**config.mk**
```make
export PLATFORM = sky130hd
export DESIGN_NAME = red_region_scheduler
export DESIGN_NICKNAME = d
export VERILOG_FILES = /design/src/rtl/red_region_scheduler.sv
export SDC_FILE = /design/constraint.sdc
export NUM_CORES = 1
export LEC_CHECK = 0
export ABC_AREA = 1
export BUFFER_PORTS_ARGS = -buffer_cell sky130_fd_sc_hd__buf_4
export CAP_MARGIN = 30
export CORE_MARGIN = 2
export CORE_UTILIZATION = 30
export DETAILED_ROUTE_END_ITERATION = 8
export GPL_TIMING_DRIVEN = 0
export RECOVER_POWER = 50
export SLEW_MARGIN = 30
export SYNTH_ARGS = -nofsm -noshare
export SYNTH_HDL_FRONTEND = slang
export SYNTH_SLANG_ARGS = --single-unit
```
**constraint.sdc**
```tcl
create_clock -name clk_25_vga -period 2.9 [get_ports clk_25_vga]
set_input_delay 0.58 -clock clk_25_vga [delete_from_list [all_inputs] [get_ports clk_25_vga]]
set_output_delay 0.58 -clock clk_25_vga [all_outputs]
set_load 0.01 [all_outputs]
```
**src/rtl/red_region_scheduler.sv**
```systemverilog
// red_region_scheduler: snoops the accepted RGB444 pixel stream and counts red
// pixels in the left, centre and right column thirds of each frame. At the end
// of a good frame it picks a steering direction and hands it to the motor
// driver with a valid/ack handshake.
// Optional build macro RED_REGION_HYST_EN: a direction change is reported only
// after two consecutive good frames agree on the new direction.
module red_region_scheduler #(
    parameter int unsigned IMG_W        = 320,
    parameter int unsigned FRAME_PIXELS = 76800,
    parameter int unsigned CNT_W        = 17,
    parameter logic [3:0]  R_MIN        = 4'd8,
    parameter logic [3:0]  GB_MAX       = 4'd6,
    parameter int unsigned MIN_PIXELS   = 500
) (
    input  logic             clk_25_vga,
    input  logic             reset_n,
    input  logic             enable,
    input  logic             pix_ready,
    input  logic             pix_sop,
    input  logic             pix_eop,
    input  logic [11:0]      pix_data,
    input  logic             result_ack,
    output logic             result_valid,
    output logic [1:0]       direction,
    output logic [CNT_W-1:0] left_cnt,
    output logic [CNT_W-1:0] centre_cnt,
    output logic [CNT_W-1:0] right_cnt,
    output logic [CNT_W-1:0] red_total,
    output logic [7:0]       frame_drops
);
    localparam int unsigned      XW          = (IMG_W > 1) ? $clog2(IMG_W) : 1;
    localparam logic [XW-1:0]    X_LAST      = XW'(IMG_W - 1);
    localparam logic [XW-1:0]    X_THIRD     = XW'(IMG_W / 3);
    localparam logic [XW-1:0]    X_TWO_THIRD = XW'((2 * IMG_W) / 3);
    localparam logic [CNT_W-1:0] CNT_MAX     = {CNT_W{1'b1}};
    localparam logic [CNT_W-1:0] FRAME_CNT   = CNT_W'(FRAME_PIXELS);
    localparam logic [CNT_W-1:0] MIN_CNT     = CNT_W'(MIN_PIXELS);
    localparam logic [1:0]       DIR_NONE    = 2'b00;
    localparam logic [1:0]       DIR_LEFT    = 2'b01;
    localparam logic [1:0]       DIR_CENTRE  = 2'b10;
    localparam logic [1:0]       DIR_RIGHT   = 2'b11;

    typedef enum logic [2:0] {
        S_IDLE, S_WAIT_SOP, S_ACCUM, S_DECIDE, S_REPORT
    } state_t;

    state_t           state;
    logic [XW-1:0]    x_cnt;
    logic [CNT_W-1:0] beat_cnt, acc_l, acc_c, acc_r;

    logic             sop_beat_c, red_c, frame_ok_c, accept_c;
    logic [XW-1:0]    x_base_c, x_next_c;
    logic [CNT_W-1:0] beat_base_c, l_base_c, c_base_c, r_base_c;
    logic [CNT_W-1:0] beat_next_c, l_next_c, c_next_c, r_next_c;
    logic [CNT_W-1:0] dec_max_c, dec_total_c;
    logic [CNT_W+1:0] dec_sum_c;
    logic [1:0]       dec_dir_c;
    logic [7:0]       drops_sop_c, drops_eop_c;

`ifdef RED_REGION_HYST_EN
    logic       has_reported;
    logic       pend_valid;
    logic [1:0] pend_dir;
`endif

    function automatic logic [CNT_W-1:0] sat_inc(input logic [CNT_W-1:0] v);
        return (v == CNT_MAX) ? v : v + CNT_W'(1);
    endfunction

    function automatic logic [7:0] sat_inc8(input logic [7:0] v);
        return (v == 8'hFF) ? v : v + 8'd1;
    endfunction

    // Per-beat accumulator update; a sop beat restarts from cleared counters.
    always_comb begin
        sop_beat_c  = pix_ready & pix_sop;
        red_c       = (pix_data[11:8] >= R_MIN) && (pix_data[7:4] < GB_MAX) &&
                      (pix_data[3:0] < GB_MAX);
        x_base_c    = sop_beat_c ? '0 : x_cnt;
        beat_base_c = sop_beat_c ? '0 : beat_cnt;
        l_base_c    = sop_beat_c ? '0 : acc_l;
        c_base_c    = sop_beat_c ? '0 : acc_c;
        r_base_c    = sop_beat_c ? '0 : acc_r;
        x_next_c    = (x_base_c == X_LAST) ? '0 : x_base_c + XW'(1);
        beat_next_c = sat_inc(beat_base_c);
        l_next_c    = (red_c && (x_base_c < X_THIRD)) ? sat_inc(l_base_c) : l_base_c;
        c_next_c    = (red_c && (x_base_c >= X_THIRD) && (x_base_c < X_TWO_THIRD)) ?
                      sat_inc(c_base_c) : c_base_c;
        r_next_c    = (red_c && (x_base_c >= X_TWO_THIRD)) ? sat_inc(r_base_c) : r_base_c;
        frame_ok_c  = (beat_next_c == FRAME_CNT);
        // Restarting a frame mid-accumulation drops it; a short/long eop drops too.
        drops_sop_c = (state == S_ACCUM && sop_beat_c) ? sat_inc8(frame_drops) : frame_drops;
        drops_eop_c = sat_inc8(drops_sop_c);
    end

    // Direction decision: largest region wins, ties go CENTRE > LEFT > RIGHT.
    always_comb begin
        dec_dir_c = DIR_CENTRE;
        dec_max_c = acc_c;
        if (!(acc_c >= acc_l && acc_c >= acc_r)) begin
            if (acc_l >= acc_r) begin
                dec_dir_c = DIR_LEFT;
                dec_max_c = acc_l;
            end else begin
                dec_dir_c = DIR_RIGHT;
                dec_max_c = acc_r;
            end
        end
        if (dec_max_c < MIN_CNT) dec_dir_c = DIR_NONE;
        dec_sum_c   = {2'b00, acc_l} + {2'b00, acc_c} + {2'b00, acc_r};
        dec_total_c = (dec_sum_c > {2'b00, CNT_MAX}) ? CNT_MAX : dec_sum_c[CNT_W-1:0];
`ifdef RED_REGION_HYST_EN
        accept_c = !has_reported || (dec_dir_c == direction) ||
                   (pend_valid && (pend_dir == dec_dir_c));
`else
        accept_c = 1'b1;
`endif
    end

    // Control FSM with registered result outputs.
    always_ff @(posedge clk_25_vga or negedge reset_n) begin
        if (!reset_n) begin
            state        <= S_IDLE;
            x_cnt        <= '0;
            beat_cnt     <= '0;
            acc_l        <= '0;
            acc_c        <= '0;
            acc_r        <= '0;
            result_valid <= 1'b0;
            direction    <= DIR_NONE;
            left_cnt     <= '0;
            centre_cnt   <= '0;
            right_cnt    <= '0;
            red_total    <= '0;
            frame_drops  <= '0;
`ifdef RED_REGION_HYST_EN
            has_reported <= 1'b0;
            pend_valid   <= 1'b0;
            pend_dir     <= DIR_NONE;
`endif
        end else if (!enable) begin
            state        <= S_IDLE;
            result_valid <= 1'b0;
        end else begin
            case (state)
                S_IDLE: state <= S_WAIT_SOP;
                S_WAIT_SOP: begin
                    if (sop_beat_c) begin
                        x_cnt    <= x_next_c;
                        beat_cnt <= beat_next_c;
                        acc_l    <= l_next_c;
                        acc_c    <= c_next_c;
                        acc_r    <= r_next_c;
                        if (!pix_eop)        state <= S_ACCUM;
                        else if (frame_ok_c) state <= S_DECIDE;
                        else                 frame_drops <= sat_inc8(frame_drops);
                    end
                end
                S_ACCUM: begin
                    if (pix_ready) begin
                        x_cnt    <= x_next_c;
                        beat_cnt <= beat_next_c;
                        acc_l    <= l_next_c;
                        acc_c    <= c_next_c;
                        acc_r    <= r_next_c;
                        if (pix_eop && frame_ok_c) begin
                            state       <= S_DECIDE;
                            frame_drops <= drops_sop_c;
                        end else if (pix_eop) begin
                            state       <= S_WAIT_SOP;
                            frame_drops <= drops_eop_c;
                        end else begin
                            frame_drops <= drops_sop_c;
                        end
                    end
                end
                S_DECIDE: begin
                    if (accept_c) begin
                        left_cnt     <= acc_l;
                        centre_cnt   <= acc_c;
                        right_cnt    <= acc_r;
                        red_total    <= dec_total_c;
                        direction    <= dec_dir_c;
                        result_valid <= 1'b1;
                        state        <= S_REPORT;
                    end else begin
                        state <= S_WAIT_SOP;
                    end
`ifdef RED_REGION_HYST_EN
                    if (accept_c) begin
                        has_reported <= 1'b1;
                        pend_valid   <= 1'b0;
                    end else begin
                        pend_valid <= 1'b1;
                        pend_dir   <= dec_dir_c;
                    end
`endif
                end
                S_REPORT: begin
                    if (sop_beat_c) frame_drops <= sat_inc8(frame_drops);
                    if (result_ack) begin
                        result_valid <= 1'b0;
                        state        <= S_WAIT_SOP;
                    end
                end
                default: state <= S_IDLE;
            endcase
        end
    end
endmodule

```
# Word level (Yosys, flattened, before mapping)
# Index checks and enable logic that the tools add are counted.
# W data, S select, Z words.
# word_totals
reg_bits,159
input_bits,19
out_inout_bits,79
elab_cells,132
# op_classes
addsub,9
magnitude_cmp,12
n_eq_ne,23
n_mux,57
bitwise_logic,1
n_reduce_logical,17
# op_table
cell,count
$mux W17,22
$pmux W17 S2,4
$eq A17 B17 Y1 const B,5
$mux W8,10
$add A17 B1 Y17 const B,4
$ge A17 B17 Y1,3
$mux W9,4
$mux W3,8
$pmux W8 S3,1
$add A18 B17 Y19,1
$gt A19 B17 Y1 const B,1
$add A17 B17 Y18,1
$pmux W9 S2,1
$lt A17 B9 Y1 const B,1
$add A8 B1 Y8 const B,2
$eq A8 B8 Y1 const B,2
$pmux W3 S5,1
$ne A2 B2 Y1 const B,5
$add A9 B1 Y9 const B,1
$eq A9 B9 Y1 const B,1
$ge A9 B7 Y1 const B,1
$ge A9 B8 Y1 const B,1
$logic_and A1 B1 Y1,9
$lt A9 B7 Y1 const B,1
other kinds (21),29

# Depth between registers and ports, before layout
# logic_depth
depth_word,10
mapped_depth,25
mapped_depth_nobuf,22

# Least setup slack after synthesis
# No wires, ideal clock.
# synth_path
path_type,input-to-reg
from,input pix_ready
to,register frame_drops[4]
setup_ns,0.117
arrival_ns,2.990
required_time_ns,2.783
path_slack_ns,-0.207
cell_stages,23
n_path_buf,4
path_cell_list,nand2_2 -> buf_6 -> inv_2 -> buf_6 -> buf_6 -> nor2_1 -> ha_1 -> nand2_1 -> nor2_4 -> nand2_2 -> nor2_4 -> nand3_2 -> buf_6 -> nand2_2 -> nand2_1 -> nor2_2 -> nand2_2 -> o21ai_2 -> nand2_2 -> nand2_4 -> inv_2 -> nor2_1 -> nor2_1
# synth_via
elab_chain_cells,9
elab_cells_between_ends,21
classes_between,add/sub: 2; eq/ne: 7; mux: 8; bitwise: 1; reduce/logical: 3
# synth_rtl
element,line_no,rtl
start: declaration,18,"input logic pix_ready,"
$and A1 B1 Y1,76,sop_beat_c = pix_ready & pix_sop;
$mux W17 or $logic_and A1 B1 Y1 (tied branches),"80, 92",
"$add A17 B1 Y17, or another cell as far along",67,return (v == CNT_MAX) ? v : v + CNT_W'(1);
"$mux W17, or another cell as far along",67,
$eq A17 B17 Y1 or $mux W8 (tied branches),"90, 71",
$logic_and A1 B1 Y1 or $mux W8 (tied branches),"166, 169",
$mux W8,166,if (pix_eop && frame_ok_c) begin
$mux W8,160,if (pix_ready) begin
$pmux W8 S3,145,case (state)
end signal: assignment,168,frame_drops <= drops_sop_c;
end signal: assignment,171,frame_drops <= drops_eop_c;
end signal: assignment,173,frame_drops <= drops_sop_c;
end: declaration,29,output logic [7:0] frame_drops
# Several ways; a longest one is shown, not always the timed one. The select of a mux whose other input is x is not followed.
# A chain may end at the register's enable or synchronous reset.

# Worst setup path in the final report
# layout_path
from,register acc_l[15]
to,register red_total[4]
# layout_via
elab_chain_cells,4
# layout_rtl
element,line_no,rtl
start: declaration,49,"logic [CNT_W-1:0] beat_cnt, acc_l, acc_c, acc_r;"
start signal: assignment,151,acc_l <= l_next_c;
start signal: assignment,163,acc_l <= l_next_c;
$add A17 B17 Y18,110,"dec_sum_c = {2'b00, acc_l} + {2'b00, acc_c} + {2'b00, acc_r};"
$add A18 B17 Y19,110,
$gt A19 B17 Y1,111,"dec_total_c = (dec_sum_c > {2'b00, CNT_MAX}) ? CNT_MAX : dec_sum_c[CNT_W-1:0];"
$mux W17,111,
end signal: assignment,182,red_total <= dec_total_c;
end: declaration,28,"output logic [CNT_W-1:0] red_total,"
# No other way between the ends.

==> metrics.txt <==
H-tree depth=4; Tmin final=3.03 ns; final total power=between 10 and 15 mW; required time of the critical path=3.23 ns; maxcap violations=1; setup violators final=17; Crit-path slowest cell=fa_1; syn_nets=1623; post-synthesis sequential area ratio=34.8%; Final Cell Area=14000 µm²; # rows=between 70 and 80; # DRC=0; DR vias/cell=5.04; Reg2Reg Depth=11; Synth warnings=0; CTS Buf Count=17; failing checks=capacitance limit, slew limit, setup timing; setup_tns=-1.99 ns; die area=39700 µm²; DRT Pass-1 Iters=5; root buffer cell=clkbuf_16; worst-skew pair later-pin latency=0.45 ns; Synth Flop Type=dfrtp_1; CTS tree=built; RR Startpoint=acc_l[15]; synthesized area=around 11000 µm²; Synth Area per Inst=about 7.6 µm²; final hold violations=0; Commonest cells post-synth=367 x nand2_1, 163 x inv_1, 159 x dfrtp_1; Leak=about 6.5 nW; maximum VDD drop=385 µV; #FFs+latches synth=159; final worst clock skew=0.0160 ns; cells along the critical path=fa_1, ha_1, a21oi_1, nor2_1, o21ai_0, inv_1, nor2_1, a22oi_2, nor2_4, buf_12, a2bb2oi_2; PnR worst setup slack=-0.125 ns; area delta synth->final=22.1%; Post-synth EDFFs=0; initial core utilization=30.4%; largest net degree at the start of global routing=67; Slew @ Worst Pin=between 2 and 2.5 ns; placed instance area=12900 µm²; Final HPWL DP=around 29000 µm; via count of the first global-routing pass=approximately 11000; Synth cell types=48; count of buffers from port buffering=a little over 90; critical path's most frequent cell=nor2_1; layout cells sized above 1=between 10% and 20%; final RePlAce weighted congestion=about 0.97; RSZ-0062 raised after global routing=yes; critical path arrival=~3.4 ns; Overflow after GRT=0; CTS clk-pin slew, worst paths=roughly 0.08 ns; Worst setup EP type=register; final net count=1768; leading area contributor after synthesis=dfrtp_1; hold buffers post-CTS=0; Via Count=11000; starting DRC count in detailed routing=913; WHS Path Cells=2; Slew Limit Headroom=-47.3%; Wirelength per Cell=around 18 µm; clock buffer depth=2; Crit Path Max Fanout=7; I/O pin cnt=between 90 and 100; all-layer global routing usage=between 10% and 20%; Routed Antenna Nets=0; share of the synthesized area in the top cell type=34.8%; outcome=complete, but fails checks; Slowest Stage Delay on Critical Path=about 0.55 ns; CP Launch Point=acc_l[15]; Startpoint Class=register; Final period util=104%; Fill cells=between 3000 and 4000; count leader, synth=nand2_1; WHS=0.325 ns; Synth area leaders=dfrtp_1 35%, nand2_1 12%, ha_1 8.3%; crit path kind=reg -> reg; Die Y=199 µm; hold crit path type=in -> reg; core area=around 38000 µm²; hold_sp=result_ack; first-pass GRT wire length=60300 µm; Power Density=736 nW/µm²; Fmax=about 330 MHz; Slew Viols, Final=37; clock sinks=159; Cells after Synth=1510; final WL=38500 µm; post-synthesis async set-or-reset flop share=100%; antenna diode count=0; die width=199 µm; antenna violations before repair=0
-- metrics by stage --
| stage | cells | setup WS (ns) | util, % |
|---|---|---|---|
| floorplan | 1510 | -0.0442 | - |
| global placement | 2113 | -1.09 | 34.1 |
| detailed placement | 2115 | -1.06 | 34.3 |
| CTS | 2164 | -0.0255 | 36.7 |
| global route | 2179 | -0.284 | 37.1 |
| finish | 2179 | -0.125 | 37.1 |
-- what timing repair did --
item	CTS	global route
gates cloned	1	0
gates resized for setup	32	54
setup buffers	17	17
setup endpoints to repair	83	65
pin swaps	10	18
-- flip-flops by register name, summed over array words and instances, names as in the netlist --
| signal | cells |
|---|---|
| acc_c | 17 |
| acc_l | 17 |
| acc_r | 17 |
| beat_cnt | 17 |
| centre_cnt | 17 |
| left_cnt | 17 |
| red_total | 17 |
| right_cnt | 17 |
| x_cnt | 9 |
| frame_drops | 8 |
| state | 3 |
| direction | 2 |
| result_valid | 1 |
-- logic make-up (layout without fill, tap and decap cells) --
group	count (synthesis)	in the layout	synth area share [%]
xor gates and xnor gates	68	68	5.21
adders and majority gates	94	94	11.5
and+or+nand+nor	747	747	29.5
AOI/OAI and AO/OA	228	228	11.4
buffers and inverters	214	372	7.58
DFF	159	159	34.8
-- power by group --
group | leakage, nW | internal, mW | switching (mW)
clock network | 0.299 | 1.32 | 1.14
registers | 2.09 | 2.69 | 0.501
logic | 4.14 | 1.80 | 2.82
-- final timing paths --
| check | endpoint | slack [ns] |
|---|---|---|
| min reg2reg | right_cnt[16] | 0.49 |
| max | red_total[4] | -0.13 |
| min in group asynchronous | frame_drops[3] | 0.78 |
| max in group asynchronous | acc_l[7] | 0.43 |
| max reg2reg | red_total[4] | -0.13 |
| min | result_valid | 0.33 |
-- per-layer routing --
metal | part of all wire [%] | GRT usage [%] | routed length [µm] | up-vias
met5 | 0 | 0 | 0 | -
met1 | 44 | 26.9 | 16900 | 5226
li1 | - | - | - | 5313
met2 | 47 | 32.1 | 18000 | 395
met3 | 6.5 | 2.75 | 2490 | 59
met4 | 2.6 | 7.24 | 1010 | 0
-- critical path, delay by kind of cell, from the launching register on --
| family | cells | cell delay, ns |
|---|---|---|
| AO/OA/AOI/OAI | 4 | 0.77 |
| flip-flops | 1 | 0.50 |
| AND/OR/NAND/NOR | 3 | 0.44 |
| adder cells (fa/ha/maj) | 2 | 0.94 |
| buffers and inverters | 2 | 0.24 |
-- cell type report --
class	count	area (µm²)	share of cell area, %
inverters	173	667	4.78
repair buffers	129	907	6.50
clock inverters	15	194	1.39
clock buffers	17	425	3.05
well taps	511	639	4.58
multi-input cells	1137	6910	49.5
flip-flops and latches	159	3990	28.6
plain buffers	38	220	1.58
-- layout by cell type (no fill, tap or decap), types with 6 or more instances in the layout --
cell / count
dfrtp_2: 10
nor3_1: 30
nand3_1: 88
inv_2: 11
nor2_1: 124
nor4_1: 10
nand4_1: 47
ha_1: 74
clkbuf_16: 17
clkbuf_1: 49
nand2_1: 359
buf_4: 99
nor2_2: 25
inv_8: 7
xor2_1: 46
o21ai_1: 10
o22ai_1: 6
o21ai_0: 100
a21oi_1: 60
dfrtp_1: 149
nand3_2: 14
nor2_4: 13
o211ai_1: 7
fa_1: 17
inv_1: 157
a2bb2oi_2: 16
nand2_2: 17
xnor2_1: 21
buf_2: 7
a31oi_1: 6
Power figures use the tool's default switching activity.
